--- src/rtl/sync_payload_pkg.sv ---
// sync_payload_pkg
//   Shared definitions for the sync-pattern payload deserializer and the
//   "110011" detector that feeds it.
//   - sync_payload_state_t : deserializer FSM states
//   - SYNC_PATTERN_W       : length of the sync pattern in bits
//   - SYNC_PATTERN         : the sync pattern, first received bit in the MSB
package sync_payload_pkg;

    typedef enum logic [1:0] {
        HUNT    = 2'd0,
        CAPTURE = 2'd1,
        PARITY  = 2'd2,
        HOLD    = 2'd3
    } sync_payload_state_t;

    localparam int SYNC_PATTERN_W = 6;
    localparam logic [SYNC_PATTERN_W-1:0] SYNC_PATTERN = 6'b110011;

endpackage

--- src/rtl/sync_payload_deserializer_shift_reg.sv ---
// payload_shift_reg
//   Serial-in / parallel-out shift register plus the payload bit counter.
//   New bits enter on the LSB side, so the first bit received ends up in the
//   MSB once PAYLOAD_W bits have been shifted in.
//   Ports:
//     clk      in   clock
//     rst      in   synchronous active-high reset (bit counter only)
//     load     in   shift din in and advance the bit counter
//     din      in   serial data
//     clear    in   zero the bit counter (wins over load for the counter)
//     data     out  PAYLOAD_W-bit parallel contents
//     bit_cnt  out  number of bits shifted in since the last clear
module payload_shift_reg
    import sync_payload_pkg::*;
#(
    parameter int PAYLOAD_W = 8
) (
    input  logic                             clk,
    input  logic                             rst,
    input  logic                             load,
    input  logic                             din,
    input  logic                             clear,
    output logic [PAYLOAD_W-1:0]             data,
    output logic [$clog2(PAYLOAD_W+1)-1:0]   bit_cnt
);

    localparam int CNT_W = $clog2(PAYLOAD_W + 1);

    // Data path carries no reset: its contents are only consumed after a
    // full frame has been shifted in.
    always_ff @(posedge clk) begin
        if (load) begin
            data <= {data[PAYLOAD_W-2:0], din};
        end
    end

    always_ff @(posedge clk) begin
        if (rst) begin
            bit_cnt <= '0;
        end else if (clear) begin
            bit_cnt <= '0;
        end else if (load) begin
            bit_cnt <= bit_cnt + CNT_W'(1);
        end
    end

endmodule

--- src/rtl/sync_payload_deserializer.sv ---
// sync_payload_deserializer
//   Downstream stage of the "110011" serial sync detector. After each
//   sync_detected pulse, the next PAYLOAD_W bits of the serial stream are
//   collected into a word (first bit = MSB) and presented on a valid/ready
//   handshake. A frame still held when the next sync arrives is discarded
//   and reported with a one-cycle overrun pulse.
//
//   Build option: define SYNC_PAYLOAD_PARITY_EN to expect one trailing
//   even-parity bit per frame; parity_err then reports the check result for
//   the held frame and latency grows by one cycle. Undefined, parity_err is 0.
//
//   Ports:
//     clk            in   clock, posedge
//     rst            in   synchronous active-high reset
//     a              in   serial bit stream (same signal the detector sees)
//     sync_detected  in   detector pulse, high in the cycle of payload bit 0
//     payload_data   out  captured word, valid while payload_valid is high
//     payload_valid  out  payload_data holds an unaccepted frame
//     payload_ready  in   consumer accepts the frame
//     overrun        out  one-cycle pulse per discarded frame
//     parity_err     out  parity result of the held frame
module sync_payload_deserializer
    import sync_payload_pkg::*;
#(
    parameter int PAYLOAD_W = 8
) (
    input  logic                 clk,
    input  logic                 rst,
    input  logic                 a,
    input  logic                 sync_detected,
    output logic [PAYLOAD_W-1:0] payload_data,
    output logic                 payload_valid,
    input  logic                 payload_ready,
    output logic                 overrun,
    output logic                 parity_err
);

    localparam int CNT_W = $clog2(PAYLOAD_W + 1);
    localparam logic [CNT_W-1:0] LAST_BIT = CNT_W'(PAYLOAD_W - 1);

    sync_payload_state_t    state;
    logic [PAYLOAD_W-1:0]   sr_data;
    logic [CNT_W-1:0]       bit_cnt;
    logic                   sr_load;
    logic                   sr_clear;
    logic                   capture_last;
    logic                   hold_entry;

    payload_shift_reg #(
        .PAYLOAD_W (PAYLOAD_W)
    ) u_shift (
        .clk     (clk),
        .rst     (rst),
        .load    (sr_load),
        .din     (a),
        .clear   (sr_clear),
        .data    (sr_data),
        .bit_cnt (bit_cnt)
    );

    always_comb begin
        capture_last = (state == CAPTURE) && (bit_cnt == LAST_BIT);
`ifdef SYNC_PAYLOAD_PARITY_EN
        hold_entry   = (state == PARITY);
`else
        hold_entry   = capture_last;
`endif
        // A sync seen in HUNT or HOLD makes the current bit payload bit 0,
        // so it is shifted in on the same edge; nothing is lost between
        // back-to-back frames.
        sr_load  = (state == CAPTURE) ||
                   (sync_detected && ((state == HUNT) || (state == HOLD)));
        sr_clear = hold_entry ||
                   ((state == HOLD) && payload_ready && !sync_detected);
    end

`ifdef SYNC_PAYLOAD_PARITY_EN
    always_ff @(posedge clk) begin
        if (rst) begin
            state         <= HUNT;
            payload_data  <= '0;
            payload_valid <= 1'b0;
            overrun       <= 1'b0;
            parity_err    <= 1'b0;
        end else begin
            overrun <= 1'b0;
            case (state)
                HUNT: begin
                    if (sync_detected) state <= CAPTURE;
                end
                CAPTURE: begin
                    if (capture_last) state <= PARITY;
                end
                PARITY: begin
                    // Even parity over payload plus parity bit: 0 means good.
                    state         <= HOLD;
                    payload_data  <= sr_data;
                    parity_err    <= (^sr_data) ^ a;
                    payload_valid <= 1'b1;
                end
                HOLD: begin
                    if (sync_detected) begin
                        state         <= CAPTURE;
                        payload_valid <= 1'b0;
                        overrun       <= !payload_ready;
                    end else if (payload_ready) begin
                        state         <= HUNT;
                        payload_valid <= 1'b0;
                    end
                end
                default: state <= HUNT;
            endcase
        end
    end
`else
    // The word is complete on the edge that samples the last bit, so the
    // output register takes the shift register's next value directly and the
    // current MSB (about to be shifted out) is never needed.
    logic sr_msb_unused;
    assign sr_msb_unused = sr_data[PAYLOAD_W-1];
    assign parity_err    = 1'b0;

    always_ff @(posedge clk) begin
        if (rst) begin
            state         <= HUNT;
            payload_data  <= '0;
            payload_valid <= 1'b0;
            overrun       <= 1'b0;
        end else begin
            overrun <= 1'b0;
            case (state)
                HUNT: begin
                    if (sync_detected) state <= CAPTURE;
                end
                CAPTURE: begin
                    if (capture_last) begin
                        state         <= HOLD;
                        payload_data  <= {sr_data[PAYLOAD_W-2:0], a};
                        payload_valid <= 1'b1;
                    end
                end
                HOLD: begin
                    if (sync_detected) begin
                        state         <= CAPTURE;
                        payload_valid <= 1'b0;
                        overrun       <= !payload_ready;
                    end else if (payload_ready) begin
                        state         <= HUNT;
                        payload_valid <= 1'b0;
                    end
                end
                default: state <= HUNT;
            endcase
        end
    end
`endif

endmodule

--- config.mk ---
export PLATFORM = sky130hd
export DESIGN_NAME = sync_payload_deserializer
export DESIGN_NICKNAME = d
export VERILOG_FILES = /design/src/rtl/sync_payload_pkg.sv /design/src/rtl/sync_payload_deserializer_shift_reg.sv /design/src/rtl/sync_payload_deserializer.sv
export SDC_FILE = /design/constraint.sdc
export NUM_CORES = 1
export LEC_CHECK = 0
export ABC_AREA = 1
export CAP_MARGIN = 0
export CORE_ASPECT_RATIO = 1.2
export CORE_MARGIN = 2
export CORE_UTILIZATION = 59
export DETAILED_ROUTE_END_ITERATION = 8
export DONT_BUFFER_PORTS = 1
export GPL_TIMING_DRIVEN = 0
export PLACE_DENSITY = 0.8
export SYNTH_ARGS = -nofsm -noshare
export SYNTH_HDL_FRONTEND = slang
export SYNTH_SLANG_ARGS = --single-unit
--- constraint.sdc ---
create_clock -name clk -period 1.8 [get_ports clk]
set_clock_uncertainty 0.1 [all_clocks]
set_input_delay 0.54 -clock clk [delete_from_list [all_inputs] [get_ports clk]]
set_output_delay 0.54 -clock clk [all_outputs]
set_load 0.05 [all_outputs]
== After elaboration in Yosys (flattened, before gate mapping) ==
Cells that the tools add are included.

* Flip-flop bits (word level): 23
* Output and inout port bits: 11

* Add/sub/neg operators: 1
* Eq/ne operators: 6
* Multiplexer cells: 9
* Bitwise operators: 2
* Reductions and logical operators: 16

{| class="wikitable"
|+ Operators by type and width
! operator !! number
|-
| 2-bit 2-to-1 mux || 4
|-
| 2-bit one-hot mux with 3 select lines || 1
|-
| 3-bit AND reduction || 2
|-
| 4-bit by 1-bit adder with 4-bit output, second input constant || 1
|-
| 4-bit by 3-bit == test with 1-bit output, second input constant || 1
|-
| 1-bit logical AND || 4
|-
| 2-bit inequality test, second input constant || 2
|-
| 1-bit logical OR || 3
|-
| 1-bit 2-to-1 mux || 3
|-
| 3-bit inequality test, second input constant || 1
|-
| 3-bit OR reduction || 1
|-
| 2-bit by 1-bit == test with 1-bit output, second input constant || 1
|-
| 2-bit == test, second input constant || 1
|-
| 1-bit zero test || 2
|-
| 2-bit zero test || 1
|-
| 1-bit NOT || 2
|-
| 1-bit one-hot mux with 2 select lines || 1
|-
| 2-bit AND reduction || 1
|-
| 2-bit nonzero test || 1
|-
| 2-bit OR reduction || 1
|}

== Logic depth before layout (Yosys ltp) ==
* Word-level depth: 5
* Mapped depth: 8

== By module ==
From an unflattened synthesis, not the netlist that was laid out.

* Cells, all modules: 112
* Area, all modules: 1024.7 um2

{| class="wikitable"
|+ Modules (own cells, without submodules)
! module !! times used !! cells each !! area each (um2) !! seq. area each (um2)
|-
| sync_payload_deserializer || 1 || 81 || 613.1 || 240.2
|-
| payload_shift_reg || 1 || 31 || 411.6 || 320.3
|}

== Worst setup path before layout ==
OpenSTA, ideal clock, no wires.

* Path kind: reg-to-reg
* Start: register state[0]
* End: register u_shift.bit_cnt[2]
* Data arrival time: 1.324 ns
* Data required time: 1.590 ns
* Setup slack: 0.266 ns
* Stages on the path, launching flop included: 7
* Path buffers: 0
* Period minus slack after synthesis: 1.534 ns
* Cell sequence: dfxtp_1 > inv_1 > ha_1 > o21bai_4 > nand3_1 > nand3_1 > inv_1

* Elaborated cells on any way between the ends: 11

{| class="wikitable"
|+ RTL lines
! what !! line !! source
|-
| start, declared || sync_payload_deserializer.sv:41 || <nowiki>sync_payload_state_t state;</nowiki>
|-
| start signal, assigned || sync_payload_deserializer.sv:125 || <nowiki>state <= HUNT;</nowiki>
|-
| start signal, assigned || sync_payload_deserializer.sv:133 || <nowiki>if (sync_detected) state <= CAPTURE;</nowiki>
|-
| start signal, assigned || sync_payload_deserializer.sv:137 || <nowiki>state <= HOLD;</nowiki>
|-
| 2-bit == test / 2-bit zero test (equally long branches) || sync_payload_deserializer.sv:72 || <nowiki>(sync_detected && ((state == HUNT) || (state == HOLD)));</nowiki>
|-
| 1-bit logical OR || sync_payload_deserializer.sv:72 ||
|-
| 1-bit logical AND || sync_payload_deserializer.sv:72 ||
|-
| 1-bit logical OR * || sync_payload_deserializer.sv:71 || <nowiki>sr_load = (state == CAPTURE) ||</nowiki>
|-
| named net sr_load || sync_payload_deserializer.sv:44 || <nowiki>logic sr_load;</nowiki>
|-
| end signal, assigned || sync_payload_deserializer_shift_reg.sv:43 || <nowiki>bit_cnt <= bit_cnt + CNT_W'(1);</nowiki>
|-
| end, declared || sync_payload_deserializer_shift_reg.sv:24 || <nowiki>output logic [$clog2(PAYLOAD_W+1)-1:0] bit_cnt</nowiki>
|}

The timed path passes the listed nets; every way through them passes the cells marked *.
A chain may end at the register's enable or synchronous reset.

== Final worst setup path ==
* Start: register payload_valid
* End: output payload_valid

{| class="wikitable"
|+ RTL lines
! what !! line !! source
|-
| start, declared || sync_payload_deserializer.sv:32 || <nowiki>output logic payload_valid,</nowiki>
|-
| start signal, assigned || sync_payload_deserializer.sv:127 || <nowiki>payload_valid <= 1'b0;</nowiki>
|-
| start signal, assigned || sync_payload_deserializer.sv:139 || <nowiki>payload_valid <= 1'b1;</nowiki>
|-
| start signal, assigned || sync_payload_deserializer.sv:145 || <nowiki>payload_valid <= 1'b0;</nowiki>
|}

No word-level cell between the ends.

==> results.txt <==
run status -> completed
leading cell type by number of instances after synthesis -> sky130_fd_sc_hd__nand2_1
starting utilization of the core area -> 62.3%
area fraction in and, or, nand and nor cells after synthesis -> 23.0%
standard cell core area -> 1620 sq um
top-area cell type share of the netlist area -> 31.7%
post-synthesis mux area share -> 0%
slack of the worst reg-to-reg path -> 200 ps
net count after synthesis -> 123
DR vias -> 714
Min Clock Period, post-route -> 1600 ps
cell types with the highest counts after synthesis -> 38 x sky130_fd_sc_hd__nand2_1, 16 x sky130_fd_sc_hd__dfxtp_1, 11 x sky130_fd_sc_hd__inv_1
gpl congestion -> 0.788
xor-xnor portion of the synthesized cell area -> 0.867%
fmax -> 623 MHz
final critical-path share of the clock period -> 89.1%
Crit Path Class -> flop to primary output
number of port buffers -> 0
number of buffers added by the clock tree synthesis step -> 3
average cell area after synthesis -> 9.02 sq um
maximum buffer depth of the clock tree -> 2
pin count of the biggest net entering global routing -> 15
number of synthesized register bits -> 23
Peak supply drop -> 0.000924 V
HP Class -> input port to flop
full die area -> 2060 sq um
critical path launch point type -> flop
master cell of the clock root buffer -> sky130_fd_sc_hd__clkbuf_4
adder and majority cell fraction of the synthesized area -> 7.43%
leakage power -> 0.000432 uW
number of global-route vias before repair -> 680
Placed Cells -> 130
post-route setup TNS -> 0 ps
number of detailed-routing iterations run before antenna repair -> 5
Least-Margin Pin Slew -> 509 ps
fin. max-slew vios -> 0
number of hold-slack violations in the final timing report -> 0
die extent in y -> 49.3 um
area grow syn2layout -> 7.19%
first-pass GRT wire length -> 2790 um
Worst Setup End Kind -> primary output
Netlist cell types -> 22
number of antenna violations at the first check in global routing -> 0
Max Cap Violations -> 0
number of I/O pins -> 16
critical path peak fanout -> 2
Most used DFF post-synth -> sky130_fd_sc_hd__dfxtp_1
filler cell count in the final layout -> 127
gr usage total -> 17.9%
post-route insts no fill -> 137
max-slew headroom at the worst pin -> 66.1%
count of final setup violators -> 0
area fraction in compound gates after synthesis -> 9.29%
Post-layout nets -> 131
Worst EP required -> 1160 ps
routed wire length per instance -> 11.7 um
Mapped Cells -> 112
Seq/Total Area, Yosys -> 52.5%
initial drt markers -> 13
data arrival time of the worst path -> 960 ps
clock latency on the worst-skew pair -> 300 ps
final antenna-violating net count -> 0
EDFF count, synth -> 7
synthesis warning total -> 0
die width -> 41.8 um
clk slew on worst S/H paths -> 120 ps
main combinational cell family by area after synthesis -> simple AND/OR/NAND/NOR gates
CTS resizes -> 0
routed wire length -> 1610 um
via density per instance -> 5.21
detailed-placement wirelength estimate -> 1170 um
global route overflow -> 0
row cnt -> 16
cell accounting for the most synthesized area -> sky130_fd_sc_hd__dfxtp_1
ratio of total power to cell area -> 1360 nW/um^2
TritonCTS clock tree -> done
top post-synthesis cells by area -> sky130_fd_sc_hd__dfxtp_1 32%, sky130_fd_sc_hd__edfxtp_1 21%, sky130_fd_sc_hd__nand2_1 14%
proportion of layout cells with a drive suffix above 1 -> 12.6%
cell area after synthesis -> 1010 sq um
number of levels the H-tree was split into -> 1
# diodes -> 0
unrepaired setup endpoints after global routing -> no
total DRC errors in the routed layout -> 0
number of clock sinks seen by CTS -> 23
async set or reset register ratio after synthesis -> 0%
report_power, final:
group | switching, uW | leakage (uW) | total (uW) | internal, uW
sequential | 95.2 | 0.000198 | 799 | 704
clock | 147 | 0.0000177 | 230 | 82.8
combinational | 249 | 0.000216 | 439 | 190
flip-flops by register name, summed over array words and instances, names as in the netlist:
name / flops
payload_data: 8
u_shift.data: 7
u_shift.bit_cnt: 4
state: 2
overrun: 1
payload_valid: 1
cells by family after synthesis:
group / after synthesis
adder cells (fa/ha/maj): 6
buffers and inverters: 15
XOR/XNOR: 1
AO/OA/AOI/OAI: 14
other: 1
flip-flops: 23
AND/OR/NAND/NOR: 52
path summary, 6_finish.rpt:
| check | startpoint | to | cells after the start |
|---|---|---|---|
| worst max register to register | state[0] | u_shift.bit_cnt[2] | 8 |
| worst min register to register | u_shift.data[2] | u_shift.data[3] | 0 |
| worst min-delay path | rst | overrun | 1 |
| worst max-delay path | payload_valid | payload_valid | 0 |
per-layer routing:
layer	part of all wire [%]	vias to the layer above	global-route usage, %
li1	-	371	-
met1	44	324	20.9
met2	50	17	31.0
met3	4.4	2	3.70
met4	0.62	0	8.06
met5	0	-	0
placed cells by master (no fill, tap or decap):
master / synthesis / layout
sky130_fd_sc_hd__xor2_1: 1 / 1
sky130_fd_sc_hd__nand4_4: 1 / 1
sky130_fd_sc_hd__a21oi_2: 1 / 1
sky130_fd_sc_hd__buf_4: 1 / 4
sky130_fd_sc_hd__clkbuf_1: 1 / 1
sky130_fd_sc_hd__edfxtp_1: 7 / 7
sky130_fd_sc_hd__nand3_1: 7 / 7
sky130_fd_sc_hd__nand2_1: 38 / 38
sky130_fd_sc_hd__o21bai_4: 1 / 1
sky130_fd_sc_hd__clkbuf_4: 0 / 3
sky130_fd_sc_hd__nor3_1: 1 / 1
sky130_fd_sc_hd__a21oi_1: 10 / 10
sky130_fd_sc_hd__clkinv_4: 1 / 1
sky130_fd_sc_hd__a21boi_2: 1 / 1
sky130_fd_sc_hd__conb_1: 1 / 1
sky130_fd_sc_hd__dfxtp_1: 16 / 16
sky130_fd_sc_hd__clkinv_2: 0 / 1
sky130_fd_sc_hd__inv_2: 1 / 1
sky130_fd_sc_hd__nor2_1: 3 / 3
sky130_fd_sc_hd__o21ai_0: 1 / 1
sky130_fd_sc_hd__nand4_1: 1 / 1
sky130_fd_sc_hd__ha_1: 6 / 6
sky130_fd_sc_hd__nor2_4: 1 / 1
sky130_fd_sc_hd__inv_1: 11 / 11
stage by stage:
stage          power, uW  instance area (sq um)  worst slack, ps  hold WS [ps]  utilization, %
5_1_grt             1570                   1080             92.9           172            66.7
3_3_place_gp        1170                   1030              121           331            63.7
6_report            1470                   1080              196           203            66.7
2_1_floorplan       1100                   1010              266           327               -
4_1_cts             1410                   1060             49.4           204            65.4
3_5_place_dp        1180                   1030             72.6           336            63.7
final cells by class:
type                            instances  area (sq um)  share of cell area, %
Sequential cell                        23           531                   49.0
Multi-Input combinational cell         74           414                   38.3
Inverter                               13          53.8                   4.97
Clock buffer                            3          22.5                   2.08
Timing Repair Buffer                    3          22.5                   2.08
Tap cell                               18          22.5                   2.08
Buffer                                  2          11.3                   1.04
Clock inverter                          1          5.00                  0.462
what timing repair did:
action / in CTS / in global routing
setup endpoints to repair: 0 / 3
setup buffers: 0 / 3
hold buffers: 0 / 0
hold endpoints to repair: 0 / 0
Note: power is estimated with default switching activity, not from simulation.
